### config.mk
export PLATFORM = sky130hd
export DESIGN_NAME = dendrite_cfg_sequencer
export DESIGN_NICKNAME = d
export VERILOG_FILES = /design/src/rtl/fp_pkg.sv /design/src/rtl/dendrite_cfg_pkg.sv /design/src/rtl/dendrite_cfg_sequencer_word_buffer.sv /design/src/rtl/dendrite_cfg_sequencer.sv
export SDC_FILE = /design/constraint.sdc
export NUM_CORES = 1
export LEC_CHECK = 0
export ABC_AREA = 1
export CAP_MARGIN = 20
export CORE_UTILIZATION = 63
export DETAILED_ROUTE_END_ITERATION = 8
export PLACE_DENSITY = 0.94
export SLEW_MARGIN = 15
export SYNTH_ARGS = -nofsm -noshare
export SYNTH_HDL_FRONTEND = slang
export SYNTH_HIERARCHICAL = 1
export SYNTH_SLANG_ARGS = --single-unit
### constraint.sdc
create_clock -name clk -period 4.7 [get_ports clk]
set_input_delay 0.94 -clock clk [delete_from_list [all_inputs] [get_ports clk]]
set_output_delay 0.94 -clock clk [all_outputs]
set_load 0.02 [all_outputs]
### src/rtl/fp_pkg.sv
`default_nettype none
// =====================================================================
// Package : fp -- fixed-point word type shared by the dendrite datapath
// Rev     : 1.0
// =====================================================================
package fp;
  localparam int WORD_LENGTH = 16;
  typedef logic [WORD_LENGTH-1:0] fpType;
endpackage
`default_nettype wire

### src/rtl/dendrite_cfg_pkg.sv
`default_nettype none
// =====================================================================
// Package : dendrite_cfg_pkg -- shared types for the dendrite cfg loader
// Rev     : 1.0
// =====================================================================
package dendrite_cfg_pkg;
  localparam int STAGES_PER_DENDRITE = 3;
  localparam fp::fpType PAD_WORD = '0;

  typedef enum logic [2:0] {
    ST_IDLE   = 3'd0,
    ST_SETUP  = 3'd1,
    ST_HIGH   = 3'd2,
    ST_SETTLE = 3'd3,
    ST_DONE   = 3'd4
  } state_t;
endpackage
`default_nettype wire

### src/rtl/dendrite_cfg_sequencer_word_buffer.sv
`default_nettype none
// =====================================================================
// Module : cfg_word_buffer -- host word store, written once, read in order
// Rev    : 1.0
// =====================================================================
module cfg_word_buffer #(
  parameter int DEPTH = 8
) (
  input  logic                             clk,
  input  logic                             reset,
  input  logic                             clear,
  input  logic                             wr_en,
  input  logic [fp::WORD_LENGTH-1:0]       wr_data,
  input  logic                             rd_en,
  output logic [fp::WORD_LENGTH-1:0]       rd_data,
  output logic [$clog2(DEPTH+1)-1:0]       count,
  output logic                             full
);
  localparam int CW = $clog2(DEPTH + 1);
  localparam int PW = (DEPTH > 1) ? $clog2(DEPTH) : 1;

  fp::fpType         r_mem [DEPTH];
  logic [CW-1:0]     r_wr_ptr;
  logic [CW-1:0]     r_rd_ptr;
  logic [CW-1:0]     r_count;
  logic              w_full;
  logic              w_wr_fire;

  // Pointers are one bit wider than the index so they can sit at DEPTH without wrapping
  assign w_full    = (r_count == CW'(DEPTH));
  assign w_wr_fire = wr_en && !w_full;

  always_ff @(posedge clk) begin
    if (w_wr_fire) r_mem[r_wr_ptr[PW-1:0]] <= wr_data;
  end

  always_ff @(posedge clk or negedge reset) begin
    if (!reset) begin
      r_wr_ptr <= '0;
      r_rd_ptr <= '0;
      r_count  <= '0;
    end else if (clear) begin
      r_wr_ptr <= '0;
      r_rd_ptr <= '0;
      r_count  <= '0;
    end else begin
      if (w_wr_fire) begin
        r_wr_ptr <= r_wr_ptr + CW'(1);
        r_count  <= r_count + CW'(1);
      end
      if (rd_en) r_rd_ptr <= r_rd_ptr + CW'(1);
    end
  end

  assign rd_data = r_mem[r_rd_ptr[PW-1:0]];
  assign count   = r_count;
  assign full    = w_full;
endmodule
`default_nettype wire

### src/rtl/dendrite_cfg_sequencer.sv
`default_nettype none
// =====================================================================
// Module : dendrite_cfg_sequencer -- serialises buffered E_l/tau_mem words
//          onto the dendrite cfg chain with a divided data clock
// Rev    : 1.0
// =====================================================================
module dendrite_cfg_sequencer
  import dendrite_cfg_pkg::*;
#(
  parameter int NUM_DENDRITES = 4,
  parameter int CLK_DIV       = 2,
  parameter int SETTLE_CYCLES = 2
) (
  input  logic                       clk,
  input  logic                       reset,
  input  logic                       wr_valid,
  output logic                       wr_ready,
  input  logic [fp::WORD_LENGTH-1:0] wr_data,
  input  logic                       start,
  output logic                       start_err,
  output logic                       busy,
  output logic                       done,
  output logic                       cfg_data_clk,
  output logic [fp::WORD_LENGTH-1:0] cfg_data,
  output logic                       dend_hold
);
  localparam int DEPTH = 2 * NUM_DENDRITES;
  localparam int CW    = $clog2(DEPTH + 1);
  localparam int DW    = (CLK_DIV > 1) ? $clog2(CLK_DIV) : 1;
  localparam int NW    = (NUM_DENDRITES > 1) ? $clog2(NUM_DENDRITES) : 1;
  localparam int SW    = (SETTLE_CYCLES > 1) ? $clog2(SETTLE_CYCLES) : 1;
  localparam int SETTLE_LAST = (SETTLE_CYCLES > 0) ? SETTLE_CYCLES - 1 : 0;

  state_t          r_state;
  state_t          w_state_nxt;
  logic [DW-1:0]   r_div;
  logic [1:0]      r_slot;
  logic [NW-1:0]   r_dend;
  logic [SW-1:0]   r_settle;
  logic            r_out_en;
  logic            r_start_err;
  logic            r_cfg_data_clk;
  fp::fpType       r_cfg_data;

  logic            w_div_last;
  logic            w_last_push;
  logic            w_settle_last;
  logic            w_buf_full;
  logic [CW-1:0]   w_count;
  fp::fpType       w_rd_data;
  logic            w_wr_ready;
  logic            w_wr_fire;
  logic            w_start_ok;
  logic            w_start_bad;
  logic [1:0]      w_slot_nxt;
  logic [1:0]      w_load_slot;
  logic            w_load;
  logic            w_rd_en;

  assign w_div_last    = (r_div == DW'(CLK_DIV - 1));
  assign w_last_push   = (r_slot == 2'(STAGES_PER_DENDRITE - 1)) &&
                         (r_dend == NW'(NUM_DENDRITES - 1));
  assign w_settle_last = (r_settle == SW'(SETTLE_LAST));
  assign w_slot_nxt    = (r_slot == 2'(STAGES_PER_DENDRITE - 1)) ? 2'd0 : r_slot + 2'd1;

  // r_out_en keeps wr_ready low while reset is held
  assign w_wr_ready  = r_out_en && (r_state == ST_IDLE) && !w_buf_full;
  assign w_wr_fire   = wr_valid && w_wr_ready;
  assign w_start_ok  = start && (r_state == ST_IDLE) && (w_count == CW'(DEPTH));
  assign w_start_bad = start && (r_state == ST_IDLE) && (w_count != CW'(DEPTH));

  // Slot 0 of every dendrite is the pad for its output register stage
  assign w_load_slot = (r_state == ST_IDLE) ? 2'd0 : w_slot_nxt;
  assign w_rd_en     = w_load && (w_load_slot != 2'd0);

  cfg_word_buffer #(
    .DEPTH (DEPTH)
  ) u_buf (
    .clk     (clk),
    .reset   (reset),
    .clear   (r_state == ST_DONE),
    .wr_en   (w_wr_fire),
    .wr_data (wr_data),
    .rd_en   (w_rd_en),
    .rd_data (w_rd_data),
    .count   (w_count),
    .full    (w_buf_full)
  );

  always_comb begin
    w_state_nxt = r_state;
    w_load      = 1'b0;
    case (r_state)
      ST_IDLE: begin
        if (w_start_ok) begin
          w_state_nxt = ST_SETUP;
          w_load      = 1'b1;
        end
      end
      ST_SETUP: begin
        if (w_div_last) w_state_nxt = ST_HIGH;
      end
      ST_HIGH: begin
        if (w_div_last) begin
          if (!w_last_push) begin
            w_state_nxt = ST_SETUP;
            w_load      = 1'b1;
          end else if (SETTLE_CYCLES == 0) begin
            w_state_nxt = ST_DONE;
          end else begin
            w_state_nxt = ST_SETTLE;
          end
        end
      end
      ST_SETTLE: begin
        if (w_settle_last) w_state_nxt = ST_DONE;
      end
      ST_DONE: w_state_nxt = ST_IDLE;
      default: w_state_nxt = ST_IDLE;
    endcase
  end

  always_ff @(posedge clk or negedge reset) begin
    if (!reset) begin
      r_state        <= ST_IDLE;
      r_div          <= '0;
      r_slot         <= '0;
      r_dend         <= '0;
      r_settle       <= '0;
      r_out_en       <= 1'b0;
      r_start_err    <= 1'b0;
      r_cfg_data_clk <= 1'b0;
      r_cfg_data     <= '0;
    end else begin
      r_state        <= w_state_nxt;
      r_out_en       <= 1'b1;
      r_start_err    <= w_start_bad;
      r_cfg_data_clk <= (w_state_nxt == ST_HIGH);

      if (w_load) r_cfg_data <= (w_load_slot == 2'd0) ? PAD_WORD : w_rd_data;

      if (w_state_nxt != r_state) begin
        r_div <= '0;
      end else if ((r_state == ST_SETUP) || (r_state == ST_HIGH)) begin
        r_div <= r_div + DW'(1);
      end

      if (r_state == ST_IDLE) begin
        r_slot <= '0;
        r_dend <= '0;
      end else if ((r_state == ST_HIGH) && w_div_last && !w_last_push) begin
        r_slot <= w_slot_nxt;
        if (w_slot_nxt == 2'd0) r_dend <= r_dend + NW'(1);
      end

      if (r_state == ST_SETTLE) r_settle <= r_settle + SW'(1);
      else                      r_settle <= '0;
    end
  end

  assign wr_ready     = w_wr_ready;
  assign start_err    = r_start_err;
  assign busy         = (r_state == ST_SETUP) || (r_state == ST_HIGH) || (r_state == ST_SETTLE);
  assign done         = (r_state == ST_DONE);
  assign dend_hold    = busy;
  assign cfg_data_clk = r_cfg_data_clk;
  assign cfg_data     = r_cfg_data;
endmodule
`default_nettype wire

# Word level (Yosys, flattened, before mapping)

Memories as Yosys holds them, arrays and structs flattened.
Cells that the tools add are included.

Equal/unequal tests: 10
Reduce and logical (&&, ||, !) cells: 25
Add/sub/neg operators: 7
Muxes and demuxes: 29

Operators with widths:

| cell                                                                   | number |
|---|---|
| 4-bit two-way mux                                                      | 6 |
| 16-bit two-way mux                                                     | 1 |
| 2-bit two-way mux                                                      | 8 |
| 4-bit by 1-bit adder with 4-bit output (second input constant)         | 3 |
| 3-bit two-way mux                                                      | 4 |
| 3-bit one-hot mux with 4 select lines                                  | 1 |
| 2-bit nonzero test                                                     | 6 |
| 1-bit logical AND                                                      | 11 |
| 3-bit by 2-bit equality test with 1-bit output (second input constant) | 3 |
| 1-bit two-way mux                                                      | 8 |
| 2-bit by 1-bit adder with 2-bit output (second input constant)         | 2 |
| 2-bit equality test (second input constant)                            | 2 |
| 4-bit equality test (second input constant)                            | 1 |
| 2-bit logical NOT                                                      | 2 |
| 4-bit inequality test (second input constant)                          | 1 |
| 3-bit by 1-bit equality test with 1-bit output (second input constant) | 1 |
| 3-bit equality test (second input constant)                            | 1 |
| 3-bit logical NOT                                                      | 1 |
| 3-bit inequality test                                                  | 1 |
| 1-bit adder (second input constant)                                    | 2 |
| 1-bit logical NOT                                                      | 2 |
| 1-bit logical OR                                                       | 2 |
| 1-bit one-hot mux with 2 select lines                                  | 1 |
| 2-bit AND reduction                                                    | 1 |

Memory bits (writable): 128
Memories kept: 1
Bits of input ports: 20
Word-level logic and storage cells: 84
Output and inout bits: 22
Bits in registers: 40

Memories:

| name        | words | width | rd ports | clocked after memory_dff | wr ports | line                                     | text |
|---|---|---|---|---|---|---|---|
| u_buf.r_mem | 8     | 16    | 1        | 0                        | 1        | dendrite_cfg_sequencer_word_buffer.sv:22 | `fp::fpType r_mem [DEPTH];` |

# Depth between registers and ports, before layout

Word-level depth: 8
Gate-level depth with buffers: 10

# Hierarchy

Netlist, hierarchy kept.

By module, submodules not included:

| module                 | seq. area each (µm²) | cells an instance | times used | area an instance (µm²) |
|---|---|---|---|---|
| cfg_word_buffer        | 4093.9               | 626               | 1          | 6148.4 |
| dendrite_cfg_sequencer | 700.7                | 145               | 1          | 1268.7 |

# Least setup slack after synthesis

Ideal clock, no wire load.

Path kind: in2reg
Start: input wr_valid
End: memory u_buf/r_mem[1][0] (netlist name), enable pin
Library setup time: 0.388 ns
Arrival: 2.230 ns
Path slack: 2.081 ns
Stages: 6
Cell sequence: nor3b_1 > buf_2 > nand2_1 > inv_1 > nand2_1 > nor2_1

Word-level cells in the longest chain between the ends: 4

Ends and longest elaborated chain:

| item                                    | line                                     | text |
|---|---|---|
| from (decl)                             | dendrite_cfg_sequencer.sv:16             | `input logic wr_valid,` |
| 1-bit logical AND                       | dendrite_cfg_sequencer.sv:68             | `assign w_wr_fire = wr_valid && w_wr_ready;` |
| 1-bit logical AND                       | dendrite_cfg_sequencer_word_buffer.sv:31 | `assign w_wr_fire = wr_en && !w_full;` |
| 1-bit two-way mux                       | dendrite_cfg_sequencer_word_buffer.sv:34 | `if (w_wr_fire) r_mem[r_wr_ptr[PW-1:0]] <= wr_data;` |
| 1-bit two-way mux (not written as such) | dendrite_cfg_sequencer_word_buffer.sv:34 |  |
| to (decl)                               | dendrite_cfg_sequencer_word_buffer.sv:22 |  |

Every way passes these cells.

# Worst setup path after layout

Start: register u_buf.r_count[0] (netlist: u_buf/count[0])
End: output wr_ready

Word-level cells in the longest chain between the ends: 3

Ends and longest elaborated chain:

| item                   | line                                     | text |
|---|---|---|
| from (decl)            | dendrite_cfg_sequencer_word_buffer.sv:25 | `logic [CW-1:0] r_count;` |
| from (signal assigned) | dendrite_cfg_sequencer_word_buffer.sv:49 | `r_count <= r_count + CW'(1);` |
| 4-bit equality test    | dendrite_cfg_sequencer_word_buffer.sv:30 | `assign w_full = (r_count == CW'(DEPTH));` |
| net w_buf_full         | dendrite_cfg_sequencer.sv:48             | `logic w_buf_full;` |
| 1-bit logical NOT      | dendrite_cfg_sequencer.sv:67             | `assign w_wr_ready = r_out_en && (r_state == ST_IDLE) && !w_buf_full;` |
| 1-bit logical AND      | dendrite_cfg_sequencer.sv:67             |  |
| to (decl)              | dendrite_cfg_sequencer.sv:17             | `output logic wr_ready,` |

The timed path passes the listed nets, and every way through them passes these cells.

==> run metrics <==
TritonRoute pass-1 iters=5; worst setup margin=about 1.6 ns; setup TNS=0 ns; Pleak=between 3 and 4 nW; post-CTS sizing=0; Max VDD drop=about 0.35 mV; drt drc=0; Synth Area in XOR/XNOR=less than 1%; R2R Setup Slk=around 2.2 ns; Post-DP HPWL=approximately 9300 µm; post-route antenna net violation count=0; Bufs on Longest Clock Path=2; commonest non-fill, non-tap cells in the layout=nand2_1 (264), inv_1 (147), edfxtp_1 (128); kind of critical path=reg -> out; Final Cell Area=about 8500 µm²; drt total wl=~15000 µm; DIE AREA=12200 µm²; switching share of total power=roughly 20%; compound-cell area share of the yosys netlist=approximately 1.2%; I/O pin cnt=between 40 and 50; Critical Path AT=2.13 ns; Worst-path clk slew=about 0.060 ns; gr usage total=26.8%; area added between synthesis and finish=14.6%; first-pass GRT wire length=approximately 25000 µm; post-synthesis mux area share=0%; H-tree depth=4; Setup crit start kind=flop; Root Driver=clkbuf_16; crit-path max FO=6; Post-Syn Instances=771; hold_buf cts=0; Synth Flop Type=edfxtp_1; Slew headroom=approximately 45%; Placement Setup Slack=between 1.5 and 2 ns; Yosys cell types=31; pin count of the biggest net entering global routing=between 60 and 70; commonest non-fill, non-tap cell in the layout=nand2_1; min Tclk post-route=3.07 ns; final hold vios=0; DIE WIDTH=111 µm; WL per Instance=15.6 µm; vias per std cell=between 5 and 6; Power Density=roughly 350 nW/µm²; vias in the first global route=approximately 5000; Vias=between 5000 and 6000; number of flops mapped to enable cells by yosys=between 100 and 150; gpl congestion=just under 0.9; Seq cells post-synth=166; largest family of logic cells by synthesized area=simple AND/OR/NAND/NOR gates; Clock Sinks=approximately 170; Yosys warnings=6; r2r endpoint=u_buf/r_mem[3][15]; port bufs=slightly above 40; Placed Area=roughly 7900 µm²; fin. max-slew vios=0; cells on worst reg2reg path=11; Psw=~0.60 mW; post-synthesis sequential area ratio=64.6%; Initial Util=~65%; combinational power share=1.3%; Die Y=about 110 µm; Clk pwr share=45.8%; hold path cells=2; Worst Skew=between 0.006 and 0.007 ns; GR Overflow Total=0; Worst Hold Slack=~0.51 ns; final period utilization=65.2%; Num CTS Buffers=17; core area=approximately 11000 µm²; async set-reset flop share out of synthesis=a little under a quarter; Syn Nets=just under 800; Synth Area in Simple Gates=between 20% and 30%; hold path start=r_dend[1]; Ant. Diodes=0; # Post-CTS Setup Buffers=0; std cell rows=39; status=complete, no violations; fin nets=839; Post-Synth Adder-Cell Area=less than 1%; Hold WC Path Type=reg -> reg; initial antenna violation count=0; CP endpoint kind=output port; hold-critical path endpoint=r_dend[1]; WP data required=between 3 and 4 ns; Reg power frac=a little over half; Peak Freq=326 MHz; layout cells sized above 1=under 10%; RR Startpoint=u_buf/count[0]; clk_lat worst skew=~0.42 ns; RSZ-0062 raised after global routing=no; syn avg cell area=roughly 9.6 µm²; Setup Viol. Count Final=0; Fillers=~700; Initial DRC Count=between 600 and 700; Internal=around 2.4 mW; Least-Margin Pin Slew=0.822 ns; CTS tree=built; max cap viols=0; Synth Cell Area=7420 µm²
## flip-flops by register name, indices dropped and copies added (netlist names)
| register | count |
|---|---|
| start_err | 1 |
| u_buf/count | 4 |
| r_settle | 1 |
| r_dend | 2 |
| r_out_en | 1 |
| r_div | 1 |
| r_state | 3 |
| u_buf/r_rd_ptr | 3 |
| u_buf/r_wr_ptr | 3 |
| r_slot | 2 |
| u_buf/r_mem | 128 |
| cfg_data | 16 |
| cfg_data_clk | 1 |
## stage by stage
stage                     cells  power [mW]  util, %
after global placement      937        1.65     68.8
final                       970        2.99     74.1
after detailed placement    937        1.65     68.8
after global routing        970        3.07     74.1
after CTS                   969        3.01     73.9
after floorplan             771        1.61        -
## cell usage after synthesis (all sizes together) (2+ instances only)
| library cell | number | area [µm²] |
|---|---|---|
| clkbuf | 2 | 7.51 |
| inv | 153 | 577 |
| edfxtp | 128 | 3840 |
| nor2 | 26 | 110 |
| buf | 27 | 193 |
| nor3 | 3 | 15.0 |
| a21oi | 4 | 20.0 |
| nand4 | 8 | 50.1 |
| o21ai | 10 | 50.1 |
| dfrtp | 38 | 951 |
| nand3 | 89 | 450 |
| a31oi | 2 | 12.5 |
| nand2 | 267 | 1010 |
| or2 | 2 | 12.5 |
| ha | 5 | 62.6 |
## critical path: stages (launching register included)
cell and delay (ns):
dfrtp_1 0.39, inv_1 0.09, ha_1 0.23, nand3_1 0.20
inv_1 0.09, nor2_1 0.10, clkdlybuf4s50_1 0.60
## final cells by class
cell class              instances  area, µm²  area share [%]
inverters                     154        581            6.83
multi-input cells             422       1840            21.7
well taps                     143        179            2.11
repair buffers                 53        508            5.98
flip-flops and latches        166       4800            56.4
clock buffers                  17        425            5.01
clock inverters                15        166            1.96
## logic make-up (layout without fill, tap and decap cells)
logic type               count (synthesis)  count (layout)
adder cells (fa/ha/maj)                  5               5
other                                    1               1
buffers and inverters                  183             239
XOR/XNOR                                 2               2
AND/OR/NAND/NOR                        397             397
flip-flops                             166             166
AO/OA/AOI/OAI                           17              17
## worst max-delay path by stage
stage / endpoint / start / cells after the start / slack [ns]
floorplan: u_buf/r_mem[1][0] / wr_valid / 6 / 2.08
global placement: u_buf/r_mem[3][15] / wr_valid / 8 / 1.95
detailed placement: u_buf/r_mem[3][15] / wr_valid / 8 / 1.88
CTS: wr_ready / u_buf/count[0] / 6 / 1.62
global route: wr_ready / u_buf/count[0] / 6 / 1.49
finish: wr_ready / u_buf/count[0] / 6 / 1.63
## metal layers
metal | global-route usage [%] | routed length [µm] | vias up
met5 | 0 | 0 | -
met4 | 9.78 | 284 | 0
met3 | 7.19 | 1270 | 34
met2 | 43.4 | 7560 | 261
met1 | 35.0 | 6050 | 2424
li1 | - | - | 2500
## power by group through the flow
stage,logic (mW),registers (mW),clock network [mW]
2_1_floorplan,0.000440,1.61,0
3_3_place_gp,0.0378,1.61,0
3_5_place_dp,0.0388,1.61,0
4_1_cts,0.0391,1.58,1.39
5_1_grt,0.0423,1.58,1.45
6_report,0.0386,1.58,1.37
Note: power is estimated with default switching activity, not from simulation.
